===== src/rtl/pipeline_wb_stage.sv =====
// MEM/WB pipeline register and writeback stage.
// The stage latches the MEM-stage results, extracts sub-word load data,
// selects the register-file write source and drives the regfile write port,
// the WB-to-EX forwarding bus, the load-fault pulse and the retire counter.
//
// Flow control: the stage has no valid/ready handshake. The upstream valid
// (mem_valid_i) is accepted on every rising edge unless stall_i holds the
// stage or flush_i kills it. flush_i beats stall_i. An instruction held in
// the stage commits in the first cycle stall_i is low. Commit, write enable
// and fault outputs are combinational from the stage registers and stall_i.
module pipeline_wb_stage #(
  parameter int XLEN      = 32,
  parameter int REG_AW    = 5,
  parameter int RET_CNT_W = 32
) (
  input  logic                 clk_i,
  input  logic                 reset_i,
  input  logic                 stall_i,
  input  logic                 flush_i,
  input  logic                 mem_valid_i,
  input  logic                 mem_reg_write_i,
  input  logic [REG_AW-1:0]    mem_rd_i,
  input  logic [1:0]           mem_wb_sel_i,
  input  logic [2:0]           mem_funct3_i,
  input  logic [XLEN-1:0]      mem_data_read_i,
  input  logic [XLEN-1:0]      mem_alu_result_i,
  input  logic [XLEN-1:0]      mem_pc_i,
  input  logic [XLEN-1:0]      mem_imm_i,
  output logic                 rf_we_o,
  output logic [REG_AW-1:0]    rf_waddr_o,
  output logic [XLEN-1:0]      rf_wdata_o,
  output logic                 fwd_valid_o,
  output logic [REG_AW-1:0]    fwd_rd_o,
  output logic [XLEN-1:0]      fwd_data_o,
  output logic                 load_fault_o,
  output logic [RET_CNT_W-1:0] retire_cnt_o
);

  // Byte-offset width inside one data-memory word (2 for RV32, 3 for RV64).
  localparam int  OFF_W   = $clog2(XLEN / 8);
  localparam bit  IS_RV32 = (XLEN == 32);

  // Write-source encodings.
  localparam logic [1:0] WB_LOAD = 2'b00;
  localparam logic [1:0] WB_ALU  = 2'b01;
  localparam logic [1:0] WB_PC4  = 2'b10;
  localparam logic [1:0] WB_IMM  = 2'b11;

  // RISC-V load funct3 encodings.
  localparam logic [2:0] F3_LB  = 3'b000;
  localparam logic [2:0] F3_LH  = 3'b001;
  localparam logic [2:0] F3_LW  = 3'b010;
  localparam logic [2:0] F3_LD  = 3'b011;
  localparam logic [2:0] F3_LBU = 3'b100;
  localparam logic [2:0] F3_LHU = 3'b101;
  localparam logic [2:0] F3_LWU = 3'b110;

  // Stage registers.
  logic              valid_q;
  logic              reg_write_q;
  logic [REG_AW-1:0] rd_q;
  logic [1:0]        wb_sel_q;
  logic [2:0]        funct3_q;
  logic [XLEN-1:0]   data_read_q;
  logic [XLEN-1:0]   alu_q;
  logic [XLEN-1:0]   pc_q;
  logic [XLEN-1:0]   imm_q;

  logic [RET_CNT_W-1:0] retire_q;

  // Combinational datapath.
  logic [OFF_W-1:0]  byte_off;
  logic [XLEN-1:0]   lane;
  logic [XLEN-1:0]   load_data;
  logic              illegal_f3;
  logic              misaligned;
  logic              fault;
  logic              commit;
  logic              rd_nonzero;
  logic [XLEN-1:0]   wdata;

  // Pipeline register: reset clears, flush kills valid, stall holds, else capture.
  always_ff @(posedge clk_i) begin
    if (reset_i) begin
      valid_q     <= 1'b0;
      reg_write_q <= 1'b0;
      rd_q        <= '0;
      wb_sel_q    <= '0;
      funct3_q    <= '0;
      data_read_q <= '0;
      alu_q       <= '0;
      pc_q        <= '0;
      imm_q       <= '0;
    end else if (flush_i) begin
      valid_q     <= 1'b0;
    end else if (!stall_i) begin
      valid_q     <= mem_valid_i;
      reg_write_q <= mem_reg_write_i;
      rd_q        <= mem_rd_i;
      wb_sel_q    <= mem_wb_sel_i;
      funct3_q    <= mem_funct3_i;
      data_read_q <= mem_data_read_i;
      alu_q       <= mem_alu_result_i;
      pc_q        <= mem_pc_i;
      imm_q       <= mem_imm_i;
    end
  end

  // Shift the addressed byte lane down to bit 0.
  always_comb begin
    byte_off = alu_q[OFF_W-1:0];
    lane     = data_read_q >> {byte_off, 3'b000};
  end

  // Size/sign extraction of the shifted lane.
  always_comb begin
    load_data = '0;
    case (funct3_q)
      F3_LB:   load_data = XLEN'($signed(lane[7:0]));
      F3_LH:   load_data = XLEN'($signed(lane[15:0]));
      F3_LW:   load_data = XLEN'($signed(lane[31:0]));
      F3_LD:   load_data = lane;
      F3_LBU:  load_data = XLEN'(lane[7:0]);
      F3_LHU:  load_data = XLEN'(lane[15:0]);
      F3_LWU:  load_data = XLEN'(lane[31:0]);
      default: load_data = '0;
    endcase
  end

  // Illegal encodings and address alignment against the access size.
  always_comb begin
    illegal_f3 = (funct3_q == 3'b111) ||
                 (IS_RV32 && ((funct3_q == F3_LD) || (funct3_q == F3_LWU)));
    misaligned = 1'b0;
    case (funct3_q[1:0])
      2'b00:   misaligned = 1'b0;
      2'b01:   misaligned = alu_q[0];
      2'b10:   misaligned = |alu_q[1:0];
      default: misaligned = |alu_q[2:0];
    endcase
  end

  // Fault, commit and write-source selection.
  always_comb begin
    fault      = valid_q && (wb_sel_q == WB_LOAD) && (illegal_f3 || misaligned);
    commit     = valid_q && !stall_i && !fault;
    rd_nonzero = (rd_q != '0);
    wdata      = '0;
    case (wb_sel_q)
      WB_LOAD: wdata = load_data;
      WB_ALU:  wdata = alu_q;
      WB_PC4:  wdata = pc_q + XLEN'(4);
      WB_IMM:  wdata = imm_q;
      default: wdata = '0;
    endcase
  end

  // Retire counter: one per committed instruction, wraps at all-ones.
  always_ff @(posedge clk_i) begin
    if (reset_i) begin
      retire_q <= '0;
    end else if (commit) begin
      retire_q <= retire_q + RET_CNT_W'(1);
    end
  end

  // Output drive; forwarding stays up while stalled so EX can bypass.
  always_comb begin
    rf_we_o      = commit && reg_write_q && rd_nonzero;
    rf_waddr_o   = rd_q;
    rf_wdata_o   = wdata;
    fwd_valid_o  = valid_q && reg_write_q && rd_nonzero && !fault;
    fwd_rd_o     = rd_q;
    fwd_data_o   = wdata;
    load_fault_o = fault && !stall_i;
    retire_cnt_o = retire_q;
  end

endmodule


===== config.mk =====
export PLATFORM = sky130hd
export DESIGN_NAME = pipeline_wb_stage
export DESIGN_NICKNAME = d
export VERILOG_FILES = /design/src/rtl/pipeline_wb_stage.sv
export SDC_FILE = /design/constraint.sdc
export NUM_CORES = 1
export LEC_CHECK = 0
export ABC_AREA = 1
export CORE_ASPECT_RATIO = 0.5
export CORE_MARGIN = 3
export CORE_UTILIZATION = 50
export CTS_BUF_LIST = sky130_fd_sc_hd__clkbuf_8
export CTS_CLUSTER_SIZE = 14
export DETAILED_ROUTE_END_ITERATION = 8
export PLACE_DENSITY = 0.91
export REMOVE_ABC_BUFFERS = 1
export SLEW_MARGIN = 20
export SYNTH_ARGS = -nofsm -noshare
export SYNTH_HDL_FRONTEND = slang
export SYNTH_SLANG_ARGS = --single-unit

===== constraint.sdc =====
create_clock -name clk_i -period 2.3 [get_ports clk_i]
set_input_delay 0.46 -clock clk_i [delete_from_list [all_inputs] [get_ports clk_i]]
set_output_delay 0.46 -clock clk_i [all_outputs]
set_load 0.01 [all_outputs]

Yosys cells after proc, flatten, opt, wreduce, memory -nomap -nowiden
Index checks and enable logic that the tools add are counted.
{ "totals": {"ff_bits": 172, "in_bits": 144, "word_cells": 54} }
{ "op_classes": {"addsub": 2, "n_eq_ne": 12, "n_shift": 1, "n_mux": 3, "bitwise_logic": 2, "reduce_logical": 24} }
{ "ops": {"columns": ["operator", "count"], "rows": [
  ["one-hot mux 32 bit (5 select lines)", 1],
  ["one-hot mux 32 bit (4 select lines)", 1],
  ["adder 32 x 1 -> 32 bit, second input constant", 1],
  ["adder 32 x 3 -> 32 bit, second input constant", 1],
  ["right shift 32 x 5 -> 32 bit", 1],
  ["== test 3 bit, second input constant", 4],
  ["logical AND 1 bit", 10],
  ["== test 2 bit, second input constant", 3],
  ["== test 3 x 2 -> 1 bit, second input constant", 2],
  ["OR reduction 3 bit", 2],
  ["nonzero test 5 bit", 1],
  ["== test 2 x 1 -> 1 bit, second input constant", 2],
  ["zero test 2 bit", 2],
  ["OR reduction 2 bit", 2],
  ["== test 3 x 1 -> 1 bit, second input constant", 1],
  ["zero test 3 bit", 1],
  ["logical OR 1 bit", 3],
  ["one-hot mux 1 bit (3 select lines)", 1],
  ["zero test 1 bit", 2],
  ["inverter 1 bit", 2],
  ["AND reduction 2 bit", 1]
]} }

Logic depth before layout (Yosys ltp)
Gate-level depths: netlist of run 1.
{ "logic_depth": {"depth_word": 9, "ltp_mapped": 13} }

Worst setup path before layout of run 1
No wires, ideal clock.
{ "synth_timing": {"path_type": "reg2out", "start": "register alu_q[0]", "end": "output rf_wdata_o[0]", "arrival_time_ps": 1559, "required_ps": 1840, "path_slack_ps": 281, "stages_incl_launch_ff": 9, "path_buffers": 3, "path_cell_list": "dfxtp_1 -> buf_2 -> inv_1 -> clkbuf_1 -> nand2_1 -> nand2_1 -> o21ai_0 -> o21ai_0 -> buf_4"} }
{ "synth_via": {"elab_chain_len": 3} }
{ "synth_rtl": {"columns": ["item", "line_no", "text"], "rows": [
  ["start: declaration", "65", "logic [XLEN-1:0] alu_q;"],
  ["start signal: assignment", "103", "alu_q <= mem_alu_result_i;"],
  ["right shift 32 x 5 -> 32 bit", "112", "lane = data_read_q >> {byte_off, 3'b000};"],
  ["one-hot mux 32 bit (5 select lines)", "118", "case (funct3_q)"],
  ["one-hot mux 32 bit (4 select lines) *", "149", "case (wb_sel_q)"],
  ["end: declaration", "31", "output logic [XLEN-1:0] rf_wdata_o,"]
]} }
Mark *: on every way between the ends. The rest lies on a longest branch, timed or not.

Worst setup path after layout of run 1
{ "layout_timing": {"start": "register pc_q[3]", "end": "output fwd_data_o[16]"} }
{ "layout_via": {"elab_chain_len": 2} }
{ "layout_rtl": {"columns": ["item", "line_no", "text"], "rows": [
  ["start: declaration", "66", "logic [XLEN-1:0] pc_q;"],
  ["start signal: assignment", "104", "pc_q <= mem_pc_i;"],
  ["adder 32 x 3 -> 32 bit", "152", "WB_PC4: wdata = pc_q + XLEN'(4);"],
  ["one-hot mux 32 bit (4 select lines)", "149", null],
  ["end: declaration", "34", "output logic [XLEN-1:0] fwd_data_o,"]
]} }
No other way between the ends.

==> results of run 1 <==
[power by group]
group / total [mW] / switching, mW / internal (mW)
Combinational: 1.80 / 0.997 / 0.803
Clock: 2.43 / 1.17 / 1.26
Sequential: 3.29 / 0.148 / 3.14
[critical path: cells and delay by family (launching register included)]
kind                     cells  cell delay (ns)
AND/OR/NAND/NOR              7             0.77
flip-flops                   1             0.39
buffers and inverters        3             0.35
adder cells (fa/ha/maj)      1             0.17
[metrics by stage]
step | instance area [µm²] | std cells | utilization [%] | worst slack, ns | total power, mW
2_1_floorplan | 8564 | 1324 | - | -3.589 | 3.936
3_3_place_gp | 12100 | 1888 | 68.56 | -0.1375 | 4.883
3_5_place_dp | 12100 | 1888 | 68.56 | -0.2200 | 4.927
4_1_cts | 12840 | 1930 | 72.72 | -0.2329 | 7.275
5_1_grt | 13310 | 1940 | 75.39 | -0.3776 | 7.750
6_report | 13310 | 1940 | 75.39 | -0.3110 | 7.526
[state kept, by name (all words and copies together) (netlist names)]
name	flops
wb_sel_q	2
alu_q	32
valid_q	1
reg_write_q	1
fwd_rd_o	5
funct3_q	3
pc_q	32
imm_q	32
data_read_q	32
retire_cnt_o	32
[cells by family (layout without fill, tap and decap cells)]
kind of cell	after synthesis	after routing	synth area share [%]
adder cells (fa/ha/maj)	2	2	0.2730
buffers and inverters	192	460	9.748
AND/OR/NAND/NOR	801	801	35.56
XOR/XNOR	9	9	0.8600
flip-flops	172	172	37.57
AO/OA/AOI/OAI	262	262	15.99
[layer usage]
metal | global-route usage (%) | vias up | wire length [µm]
met5 | 0 | - | 0
met4 | 14.88 | 0 | 2400
met3 | 5.351 | 267 | 3827
met2 | 54.56 | 852 | 16870
met1 | 40.73 | 5233 | 14200
li1 | - | 5146 | -
[path summary, 6_finish.rpt]
check / start / end / slack (ns) / depth (start not counted)
setup / recovery: pc_q[3] / fwd_data_o[16] / -0.31 / 11
hold / removal: retire_cnt_o[31] / retire_cnt_o[31] / 0.52 / 2
setup reg to reg: alu_q[0] / retire_cnt_o[28] / 0.32 / 13
hold reg to reg: retire_cnt_o[31] / retire_cnt_o[31] / 0.52 / 2
[repair_timing]
item,in CTS,in global routing
gates cloned,4,1
setup endpoints to repair,67,64
resized for setup,381,124
pin swaps,21,32
buffers inserted,10,12
[final cells by class]
type / count / area (µm²) / share of cell area [%]
tap: 234 / 292.8 / 2.200
sequential: 172 / 3478 / 26.14
clock inverter: 11 / 166.4 / 1.250
multi-input combinational: 1074 / 5493 / 41.27
inverter: 78 / 314.1 / 2.360
clock buffer: 20 / 275.3 / 2.068
timing repair buffer: 351 / 3289 / 24.72
[layout by cell type, fill, tap and decap left out, drive strengths merged, types with 2 or more instances in the layout]
master / n
nand4: 10
buf: 161
o21ai: 165
ha: 2
a221oi: 2
bufinv: 4
o2111ai: 5
nor2: 341
clkinvlp: 2
nand3: 102
and2: 2
o211ai: 11
nor3b: 3
or2: 3
nor3: 12
a21oi: 53
nand3b: 13
xnor2: 5
inv: 79
dfxtp: 172
clkinv: 4
nand2: 315
xor2: 4
o21bai: 4
clkbuf: 24
clkdlybuf4s50: 185
a22o: 19
==> reports/metrics.yaml, run 1 <==
run_status:
  status: "finished with violations"
  violations: "setup timing"
synth:
  synth_top_area_cell: "dfxtp_1"
  synth_cell_types: 35
  synth_warnings: 0
  async_flop_share_pct: 0
  synth_edf_count: 0
  yosysMostFrequentCell: "nor2_1"
  synth_top_flop_cell: "dfxtp_1"
  netlist_top_cells_area: "dfxtp_1 (38%), nor2_1 (14%), nand2_1 (13%)"
  synth_area_um2: 9165
  seq_area_frac_synth_pct: 37.57
  yosys-top-cells-count: "nor2_1 (337), nand2_1 (314), dfxtp_1 (172)"
  yosys.area.top_type_share_pct: 37.57
  synth_area_per_cell_um2: 6.373
  syn_inst: 1438
  synth-seq-cells: 172
floorplanning:
  dieArea_um2: 20090
  start_util_pct: 51.91
  core_um2: 17650
  dieWidth_um: 197.5
  row_count: 34
  ioPinCount: 253
  die_h_um: 101.7
worst_setup_path:
  crit_chain: "ha_4 -> nand3_4 -> nor2_4 -> buf_6 -> nand3_4 -> inv_2 -> nor2_1 -> nor2_1 -> nand2_1 -> nand3b_1 -> buf_2"
  crit_arrival_ns: 2.15
  critPathMaxStageDelay_ns: 0.39
  required_ns: 1.84
  cp_max_fo: 3
  start_kind: "flip-flop"
  critPathCaptureType: "output pin"
  path_class: "reg -> out"
  slowest_stage: "dfxtp_4"
place:
  place.gp.congestion: 1.040
  io_buffer_count: 252
  hpwl_um: 22520
global_route:
  grt_pass1_wl_um: 52260
  antenna_found_initial: 0
  grt_max_degree: 116
  grt_pass1_vias: 10420
  grt_util_all_layers_pct: 32.15
  grt_overflow: 0
pwr:
  powerDensity_nw_per_um2: 565.5
  irDropWorstVdd_mv: 0.3706
  p_leak_nw: 5.651
sta:
  fin_crit_ns: 2.611
  fmax_mhz: 383.0
  period_share_pct: 113.5
  max-slew-margin-rel_pct: 65.96
  grt_setup_unrepaired: "true"
  drv_slew: 0
  finalClockSkew_ns: 0.01031
  hold_ws_ns: 0.5183
  tightest_slew_ns: 0.5053
  tns_ns: -11.38
  finalSetupViolCount: 57
  timing.final.ws_setup_ns: -0.3110
  finalHoldViolCount: 0
clock_tree:
  cts_tree: "yes"
  clock_sinks: 172
  cts_buffers: 17
  clk_latency_ns: 0.46
  clk_pin_slew_ns: 0.11
  cts-root-buf: "clkbuf_8"
  clockBufferDepth: 2
  cts_hold_repair.buffers: 0
  htree_levels: 4
final_layout:
  num_antenna_cells: 0
  area_growth_pct: 45.21
  layout-drive-gt1-share_pct: 20.81
  nets: 1840
  n_fill_cell: 1164
route:
  viasPerCell: 5.927
  initialDrtViolationCount: 1474
  wl_per_cell_um: 19.22
  vias: 11500
  drc: 0
  drtAntennaViolNets: 0
  routed_wirelength_um: 37300
  first_pass_iters: 7
flow_run:
  cap_viol_max_count: 0
min_path:
  hold_class: "reg -> reg"
Note: power is estimated with default switching activity, not from simulation.
==> run 2, diff against run 1 <==
--- a/config.mk
+++ b/config.mk
@@ -12,7 +12,7 @@
 export CTS_BUF_LIST = sky130_fd_sc_hd__clkbuf_8
 export CTS_CLUSTER_SIZE = 14
 export DETAILED_ROUTE_END_ITERATION = 8
-export PLACE_DENSITY = 0.91
+export PLACE_DENSITY = 0.83
 export REMOVE_ABC_BUFFERS = 1
 export SLEW_MARGIN = 20
 export SYNTH_ARGS = -nofsm -noshare
==> run 2 against run 1 <==
  * Die area unchanged
  * Via count shrank 5.0%
  * Utilization rose by 1.1 points
  * Worst setup slack got worse by 0.050 ns
  * Non-clock buffer count up 26
  * The flow still finishes with violations (setup timing)
  * Hold slack worse by 0.033 ns
  * Design area is 1.4% higher
  * Sequential power about the same
  * Count of clock-buffer cells in the layout shrank 2
  * Clock power shrank 16%
==> reports/metrics.yaml, run 2 (synthesized netlist as in run 1, its figures left out) <==
run_status:
  status: "finished with violations"
  violations: "setup timing"
pwr:
  p_clk_share_pct: 28.9  # -3.4 points
  powerDensity_nw_per_um2: 525.9  # -7.0%
  irDropWorstVdd_mv: 0.3704  # about the same
  seqPwrFrac_pct: 46.1  # +2.4 points
  p_switching_mw: 2.312  # -0.14%
  p_total_mw: 7.100  # -5.7%
  p_int_mw: 4.788  # -8.1%
  netSwitchingFraction_pct: 32.56  # +1.8 points
  p_leak_nw: 5.792  # +2.5%
  pwr-share-comb_pct: 25.0  # +1.1 points
sta:
  grt_setup_unrepaired: "true"
  fmax_mhz: 375.8  # -1.9%
  tightest_slew_ns: 0.3457  # -0.1596 ns
  finalHoldViolCount: 0  # unchanged
  drv_slew: 0  # unchanged
  period_share_pct: 115.7  # +2.2 points
  finalSetupViolCount: 53  # -7.0%
  finalClockSkew_ns: 0.02406  # +0.01375 ns
  hold_ws_ns: 0.4856  # -0.03273 ns
  tns_ns: -13.14  # -1.767 ns
  fin_crit_ns: 2.661  # +0.05011 ns
  max-slew-margin-rel_pct: 76.96  # +11 points
  timing.final.ws_setup_ns: -0.3612  # -0.05011 ns
place:
  dp_worst_setup_slack_ns: -0.2748  # -0.05481 ns
  io_buffer_count: 252  # unchanged
  place.gp.congestion: 0.9344  # -10%
  hpwl_um: 22640  # +0.52%
global_route:
  grt_pass1_wl_um: 49470  # -5.3%
  grt_util_all_layers_pct: 30.72  # -1.4 points
  grt_overflow: 0  # unchanged
  antenna_found_initial: 0  # unchanged
  grt_pass1_vias: 9673  # -7.2%
  grt_max_degree: 86  # -26%
final_layout:
  n_fill_cell: 1285  # +10%
  layout-drive-gt1-share_pct: 21.98  # +1.2 points
  num_antenna_cells: 0  # unchanged
  nets: 1866  # +1.4%
  area_growth_pct: 47.32
  final_common_cell: "nor2_1"
  mostFrequentLayoutCells: "nor2_1 (321), nand2_1 (275), clkdlybuf4s50_1 (185)"
clock_tree:
  cts_tree: "yes"
  clk_pin_slew_ns: 0.12  # about the same
  clk_latency_ns: 0.48  # +0.02 ns
  clock_sinks: 172  # unchanged
  cts_buffers: 17  # unchanged
  clockBufferDepth: 2  # unchanged
  cts-root-buf: "clkbuf_8"
  htree_levels: 4  # unchanged
  cts_hold_repair.buffers: 0  # unchanged
route:
  first_pass_iters: 6  # -1
  vias: 10920  # -5.0%
  wl_per_cell_um: 17.01  # -12%
  routed_wirelength_um: 33460  # -10%
  drc: 0  # unchanged
  initialDrtViolationCount: 970  # -34%
  drtAntennaViolNets: 0  # unchanged
  viasPerCell: 5.554  # -6.3%
worst_setup_path:
  cp_max_fo: 6  # +3
  crit_arrival_ns: 2.20  # +0.05 ns
  regToRegStartpoint: "alu_q[0]"
  path_class: "reg -> out"
  required_ns: 1.84  # about the same
  critPathCaptureType: "output pin"
  crit_start: "alu_q[0]"
  start_kind: "flip-flop"
  r2r.worst_path.cells: 14  # +1
floorplanning:
  start_util_pct: 51.91  # unchanged
  row_count: 34  # unchanged
  dieWidth_um: 197.5  # unchanged
  ioPinCount: 253  # unchanged
  dieArea_um2: 20090  # unchanged
  die_h_um: 101.7  # unchanged
  core_um2: 17650  # unchanged
min_path:
  hold_path_depth: 2  # unchanged
  hold_class: "reg -> reg"
  min_from: "pc_q[31]"
flow_run:
  cap_viol_max_count: 0  # unchanged
[run 2: changes by cell type in the layout (fill, tap and decap cells not counted), moves of 3 or more]
cell	change
buf_6	+4
bufinv_16	-4
clkbuf_16	+3
buf_4	+15
o21ai_1	+3
dfxtp_1	-6
o21ai_4	-3
dfxtp_4	+5
buf_12	+3
clkinv_4	+3
[run 2: metal layers]
metal / GRT usage, % / up-vias / share of wire (%)
li1: - / 5203 / -
met1: 42.15 / 5111 / 43
met2: 50.89 / 550 / 46
met3: 5.085 / 60 / 8.6
met4: 8.096 / 0 / 1.9
met5: 0 / - / 0
[run 2: what timing repair did]
action	in CTS	in global routing
pin swaps	24	44
cloned	1	5
resized for setup	339	168
endpoints found under the setup margin	67	67
buffers inserted	14	19
[run 2: cell type report]
cell class | count | area (µm²) | share of cell area (%)
Multi-Input combinational cell | 1074 | 5449 | 40.36
Timing Repair Buffer | 377 | 3588 | 26.58
Sequential cell | 172 | 3498 | 25.91
Inverter | 78 | 315.3 | 2.335
Tap cell | 234 | 292.8 | 2.168
Clock buffer | 18 | 247.7 | 1.835
Clock inverter | 14 | 110.1 | 0.8155
[run 2: final timing paths]
check / endpoint / slack [ns]
min reg2reg: pc_q[31] / 0.49
min: pc_q[31] / 0.49
max: rf_wdata_o[20] / -0.36
max reg2reg: retire_cnt_o[26] / 0.19
[run 2: critical path: stages (launching register included)]
cell	delay, ns
dfxtp_4	0.38
buf_6	0.13
nand2_4	0.06
nand2_4	0.06
o211ai_4	0.30
buf_6	0.17
clkbuf_16	0.15
nand3_1	0.10
nand2_1	0.09
nand3b_1	0.11
buf_2	0.16
[run 2: per-stage QoR]
step           cells  instance area [µm²]  utilization (%)
5_1_grt         1967                13500            76.48
3_3_place_gp    1901                12240            69.33
6_report        1967                13500            76.48
4_1_cts         1946                12760            72.30
3_5_place_dp    1901                12240            69.33
2_1_floorplan   1324                 8564                -
[run 2: power by group through the flow]
stage               clock (mW)  sequential [mW]  combinational [mW]
finish                    2.05             3.27                1.77
detailed placement           0             3.32                1.61
CTS                       2.05             3.26                1.52
global route              2.18             3.29                1.89
global placement             0             3.31                1.59
floorplan                    0             3.30               0.633
==> patch 1 (config.mk and constraints of run 2) <==
Remove the case item `WB_PC4` of the case on `wb_sel_q`.
--- a/src/rtl/pipeline_wb_stage.sv
+++ b/src/rtl/pipeline_wb_stage.sv
@@ -149,7 +149,6 @@
     case (wb_sel_q)
       WB_LOAD: wdata = load_data;
       WB_ALU:  wdata = alu_q;
-      WB_PC4:  wdata = pc_q + XLEN'(4);
       WB_IMM:  wdata = imm_q;
       default: wdata = '0;
     endcase
Function: changed (Yosys sat finds a counterexample within 4 cycles, from zero or initial values and one cycle with reset_i high).
==> patch 1 against run 2 <==
The run still ends with negative setup slack left; power is 10% lower; clock power is 16% higher; sequential cell count is 32 lower; final area is 24% lower; setup slack better by 0.21 ns; global-route usage is 2.0 points lower; hold slack worse by 0.0013 ns; area after synthesis is 20% lower; via count is 25% lower; register-to-register slack better by 0.04 ns; wire length is 27% lower.
==> patch 1: results (changes against run 2) <==
Top area cells in the synthesized netlist = dfxtp_1 38%, nor2_1 14%, nand2_1 12%, o21ai_0 9.0%, buf_4 4.1%
DPL Wire Length = 15,920 um (-30%)
Reg2Reg Capture Point = retire_cnt_o[21]
GRT Total Usage = 28.68% (-2.0 points)
Netlist cell types = 40 (+14%)
Iteration-0 DRC Markers = 787 (-19%)
PnR worst setup slack = -0.1492 ns (+0.2119 ns)
Crit Path Max Fanout = 7 (+1)
Sequential cell area fraction in the yosys report = 38.06% (+0.49 points)
Met1 Resource Use GR = 35.17% (-7.0 points)
Final setup violation count = 53 (unchanged)
Post-Synth XOR/XNOR Area = 1.546% (+0.69 points)
Critical Path AT = 1.99 ns (-0.21 ns)
WL met2 = 11,970 um (-23%)
Reg2Reg Depth = 12 (-2)
Met3 usage = 5.500% (+0.42 points)
Post-synthesis compound-gate area fraction = 15.56% (-0.42 points)
Reg2Reg Setup Slack = 0.23 ns (+0.04 ns)
Max Clock Skew = 0.01672 ns (-0.007337 ns)
Resized Gates After CTS = 272 (-20%)
# Post-CTS Setup Buffers = 5 (-9)
WL met1 = 9892 um (-32%)
H-tree depth = 4 (unchanged)
Number of I/O port buffers = 220 (-13%)
Status = finished with violations
Clk pin slew, worst setup/hold paths = 0.08 ns (-0.04 ns)
Final Wtd Congestion = 0.8965 (-4.1%)
Met2 Use GR = 50.14% (-0.75 points)
Final nets = 1,459 (-22%)
RR Startpoint = alu_q[0]
CP delay by family, top = compound AO/OA/AOI/OAI gates
Layout cells sized above 1 = 18.33% (-3.7 points)
Hold endpoint = wb_sel_q[1]
First-pass GRT wire length = 38,090 um (-23%)
Lkg Pwr = 0.004278 uW (-26%)
Commonest cells in the netlist = 269 x nor2_1, 244 x nand2_1, 140 x dfxtp_1, 133 x o21ai_0, 51 x inv_1
Slew @ Worst Pin = 0.7142 ns (+0.3685 ns)
Failing checks = negative setup slack
Peak VDD IR = 0.0004091 V (+10%)
WL met3 = 1682 um (-42%)
Post-synthesis adder-cell area fraction = 0.1699% (-0.10 points)
Fillers = 1,102 (-14%)
Vias/cell = 5.405 (-2.7%)
TNS Setup = -4.724 ns (+8.420 ns)
[patch 1: stage by stage]
| stage | instance area, um^2 | total power, uW | hold WS, ns | cells | setup WS [ns] |
|---|---|---|---|---|---|
| 2_1_floorplan | 6740 | 3174 | 0.4379 | 1022 | -3.257 |
| 3_3_place_gp | 9584 | 3931 | 0.4512 | 1471 | -0.1095 |
| 3_5_place_dp | 9584 | 3959 | 0.4595 | 1471 | -0.1593 |
| 4_1_cts | 10100 | 6262 | 0.4767 | 1509 | -0.1393 |
| 5_1_grt | 10290 | 6594 | 0.5119 | 1518 | -0.2234 |
| 6_report | 10290 | 6367 | 0.4843 | 1518 | -0.1492 |
[patch 1: area by class of cell]
| type | count | share of cell area (%) |
|---|---|---|
| repair buffers | 273 | 25.33 |
| well taps | 192 | 2.335 |
| clock buffers | 17 | 2.274 |
| inverters | 55 | 2.068 |
| flip-flops and latches | 140 | 27.38 |
| clock inverters | 14 | 2.238 |
| multi-input cells | 827 | 38.37 |
[patch 1: worst max path at each step]
| stage | startpoint | endpoint | slack (ns) | cells after the start |
|---|---|---|---|---|
| global placement | alu_q[0] | rf_wdata_o[26] | -0.11 | 10 |
| detailed placement | alu_q[0] | fwd_data_o[25] | -0.16 | 10 |
| floorplan | flush_i | alu_q[0] | -3.26 | 4 |
| finish | alu_q[0] | fwd_data_o[27] | -0.15 | 9 |
| CTS | alu_q[0] | rf_wdata_o[22] | -0.14 | 10 |
| global route | alu_q[0] | fwd_data_o[21] | -0.22 | 10 |
[patch 1: power breakdown]
group | internal (uW) | switching [uW] | leakage, uW
Combinational | 656 | 701 | 0.00290
Sequential | 2550 | 84.9 | 0.00115
Clock | 1320 | 1060 | 0.000230
[patch 1: tightest hold or removal path, stage by stage (launching register included)]
cell and delay (ns):
dfxtp_1 0.32, inv_1 0.07, a21oi_1 0.05
==> patch 2 (config.mk and constraints of run 2) <==
Made on the original files. Change the parameter `RET_CNT_W` from 32 to 48.
--- a/src/rtl/pipeline_wb_stage.sv
+++ b/src/rtl/pipeline_wb_stage.sv
@@ -11,7 +11,7 @@
 module pipeline_wb_stage #(
   parameter int XLEN      = 32,
   parameter int REG_AW    = 5,
-  parameter int RET_CNT_W = 32
+  parameter int RET_CNT_W = 48
 ) (
   input  logic                 clk_i,
   input  logic                 reset_i,
Interface: changed (resized retire_cnt_o); port bits go from 253 to 269. The function was not compared with the original's and may differ.
==> patch 2 against run 2 <==
The flow still finishes with violations (negative setup slack); largest cell class unchanged; count of clock-buffer cells in the layout is 2 higher; combinational power increased by 2%; critical path type unchanged; setup slack improved by 0.042 ns; power rose by 5.6%; sequential cell count rose by 16; final area rose by 8.3%; hold slack improved by 0.015 ns; wire length up 10%; register-to-register slack improved by 0.10 ns; area after synthesis rose by 10%; critical path depth stayed put; global-route usage increased by 0.060 points; fmax rose by 1.6%; first-iteration DRC count rose by 19%.
==> patch 2: results (changes against run 2) <==
Lkg Pwr = 0.006154 uW (+6.3%)
Crit Path Max Fanout = 6 (unchanged)
Placed cell area = 0.01346 mm^2 (+10%)
Number of I/O port buffers = 268 (+6.3%)
Status = finished with violations
Sequential cell area fraction in the yosys report = 37.29% (-0.28 points)
Initial DRT Pass Iterations = 5 (-1)
Top area cells in the synthesized netlist = dfxtp_1 37%, nor2_1 13%, nand2_1 12%, o21ai_0 8.4%, nand3_1 4.6%
GRT Total Usage = 30.78% (+0.060 points)
Total wire length = 36,910 um (+10%)
Post-synthesis adder-cell area fraction = 0.2480% (-0.025 points)
Cell Count, Final, Fillers Out = 2,157 (+9.7%)
Synth warn = 0 (unchanged)
Placed Cells = 2,102 (+11%)
First-pass GRT wire length = 54,450 um (+10%)
Peak VDD IR = 0.0003402 V (-8.1%)
Final Wtd Congestion = 0.9742 (+4.3%)
Iteration-0 DRC Markers = 1,157 (+19%)
Failing checks = negative setup slack
Avg Inst Size Synth = 6.436 um^2 (+0.99%)
WL met1 = 14,810 um (+2.3%)
CTS Buffer Depth = 2 (unchanged)
Via count of the first global-routing pass = 10,990 (+14%)
Max Clock Skew = 0.01240 ns (-0.01166 ns)
Post-synthesis compound-gate area fraction = 14.96% (-1.0 points)
Critical Path AT = 2.16 ns (-0.04 ns)
WL met3 = 3421 um (+19%)
Commonest cells in the netlist = 355 x nor2_1, 329 x nand2_1, 188 x dfxtp_1, 170 x o21ai_0, 100 x inv_1
WL met2 = 17,620 um (+14%)
Vias/cell = 5.595 (+0.75%)
Largest net degree at the start of global routing = 112 (+30%)
Final nets = 2,024 (+8.5%)
Slew HR = 66.90% (-10 points)
Fillers = 1,498 (+17%)
Post-Synth XOR/XNOR Area = 1.562% (+0.70 points)
Final setup violation count = 56 (+5.7%)
PnR worst setup slack = -0.3192 ns (+0.04196 ns)
Worst-skew pair later-pin latency = 0.50 ns (+0.02 ns)
Netlist cell types = 46 (+31%)
Layout cells sized above 1 = 22.53% (+0.54 points)
Antenna Cells = 0 (unchanged)
DPL Wire Length = 25,310 um (+12%)
Clk pin slew, worst setup/hold paths = 0.09 ns (-0.03 ns)
Place WS = -0.2433 ns (+0.03150 ns)
==> patch 2: changes by cell type in the layout (fill, tap and decap cells not counted), moves of 8 or more <==
| cell | run 2 | this run |
|---|---|---|
| nor2_1 | 321 | 329 |
| dfxtp_1 | 146 | 165 |
| buf_4 | 84 | 96 |
| nand3_2 | 21 | 12 |
| buf_12 | 16 | 8 |
| clkdlybuf4s50_1 | 185 | 201 |
| nand2_4 | 8 | 16 |
| inv_1 | 63 | 86 |
| buf_2 | 51 | 59 |
| o21ai_1 | 14 | 5 |
| o21ai_0 | 145 | 153 |
| nor2_2 | 9 | 23 |
| nand4_1 | 10 | 25 |
==> patch 2: what timing repair did <==
item / CTS / global route
buffers inserted: 10 / 11
cloned: 1 / 4
endpoints found under the setup margin: 67 / 66
resized for setup: 361 / 196
pin swaps: 29 / 34
==> patch 2: cells by family (layout without fill, tap and decap cells) <==
kind of cell,after synthesis,in the layout
AOI/OAI and AO/OA,272,272
DFF,188,188
and+or+nand+nor,870,870
adders and majority gates,2,2
buffers and inverters,218,541
xor gates and xnor gates,18,18
==> patch 2: worst max-delay path, delay by kind of cell (launching register included) <==
family,cells,cell delay [ns]
buf+inv,4,0.66
flops,1,0.39
simple gates,4,0.31
compound gates,2,0.29
==> patch 2: stage by stage <==
step                total power [uW]  setup TNS, ns
floorplan                       4229        -720.89
global placement                5232         -5.312
detailed placement              5261         -7.326
CTS                             7249         -11.39
global route                    7774         -16.43
finish                          7496         -12.41
==> patch 2: routing by layer <==
metal | GRT usage [%] | up-vias
met1 | 40.49 | 5637
li1 | - | 5674
met4 | 8.938 | 0
met5 | 0 | -
met2 | 51.83 | 644
met3 | 5.537 | 114
==> patch 2: cell type report <==
type / count / area, um^2 / area share (%)
clock buffer: 20 / 275.3 / 1.882
timing repair inverter: 1 / 6.256 / 0.04278
tap: 266 / 332.8 / 2.276
multi-input combinational: 1162 / 6011 / 41.11
timing repair buffer: 402 / 3660 / 25.03
inverter: 106 / 429.2 / 2.935
clock inverter: 12 / 86.33 / 0.5904
sequential: 188 / 3822 / 26.14
==> patch 2: path summary, 6_finish.rpt <==
path | slack [ns] | cells after the start | start | to
max | -0.32 | 10 | alu_q[0] | rf_wdata_o[13]
min | 0.50 | 2 | pc_q[30] | pc_q[30]
max reg2reg | 0.29 | 14 | alu_q[0] | retire_cnt_o[44]
min reg2reg | 0.50 | 2 | pc_q[30] | pc_q[30]
==> patch 2: report_power, final <==
group / total, uW / internal (uW) / switching [uW]
clock: 2130 / 839 / 1290
combinational: 1810 / 842 / 969
sequential: 3550 / 3420 / 136
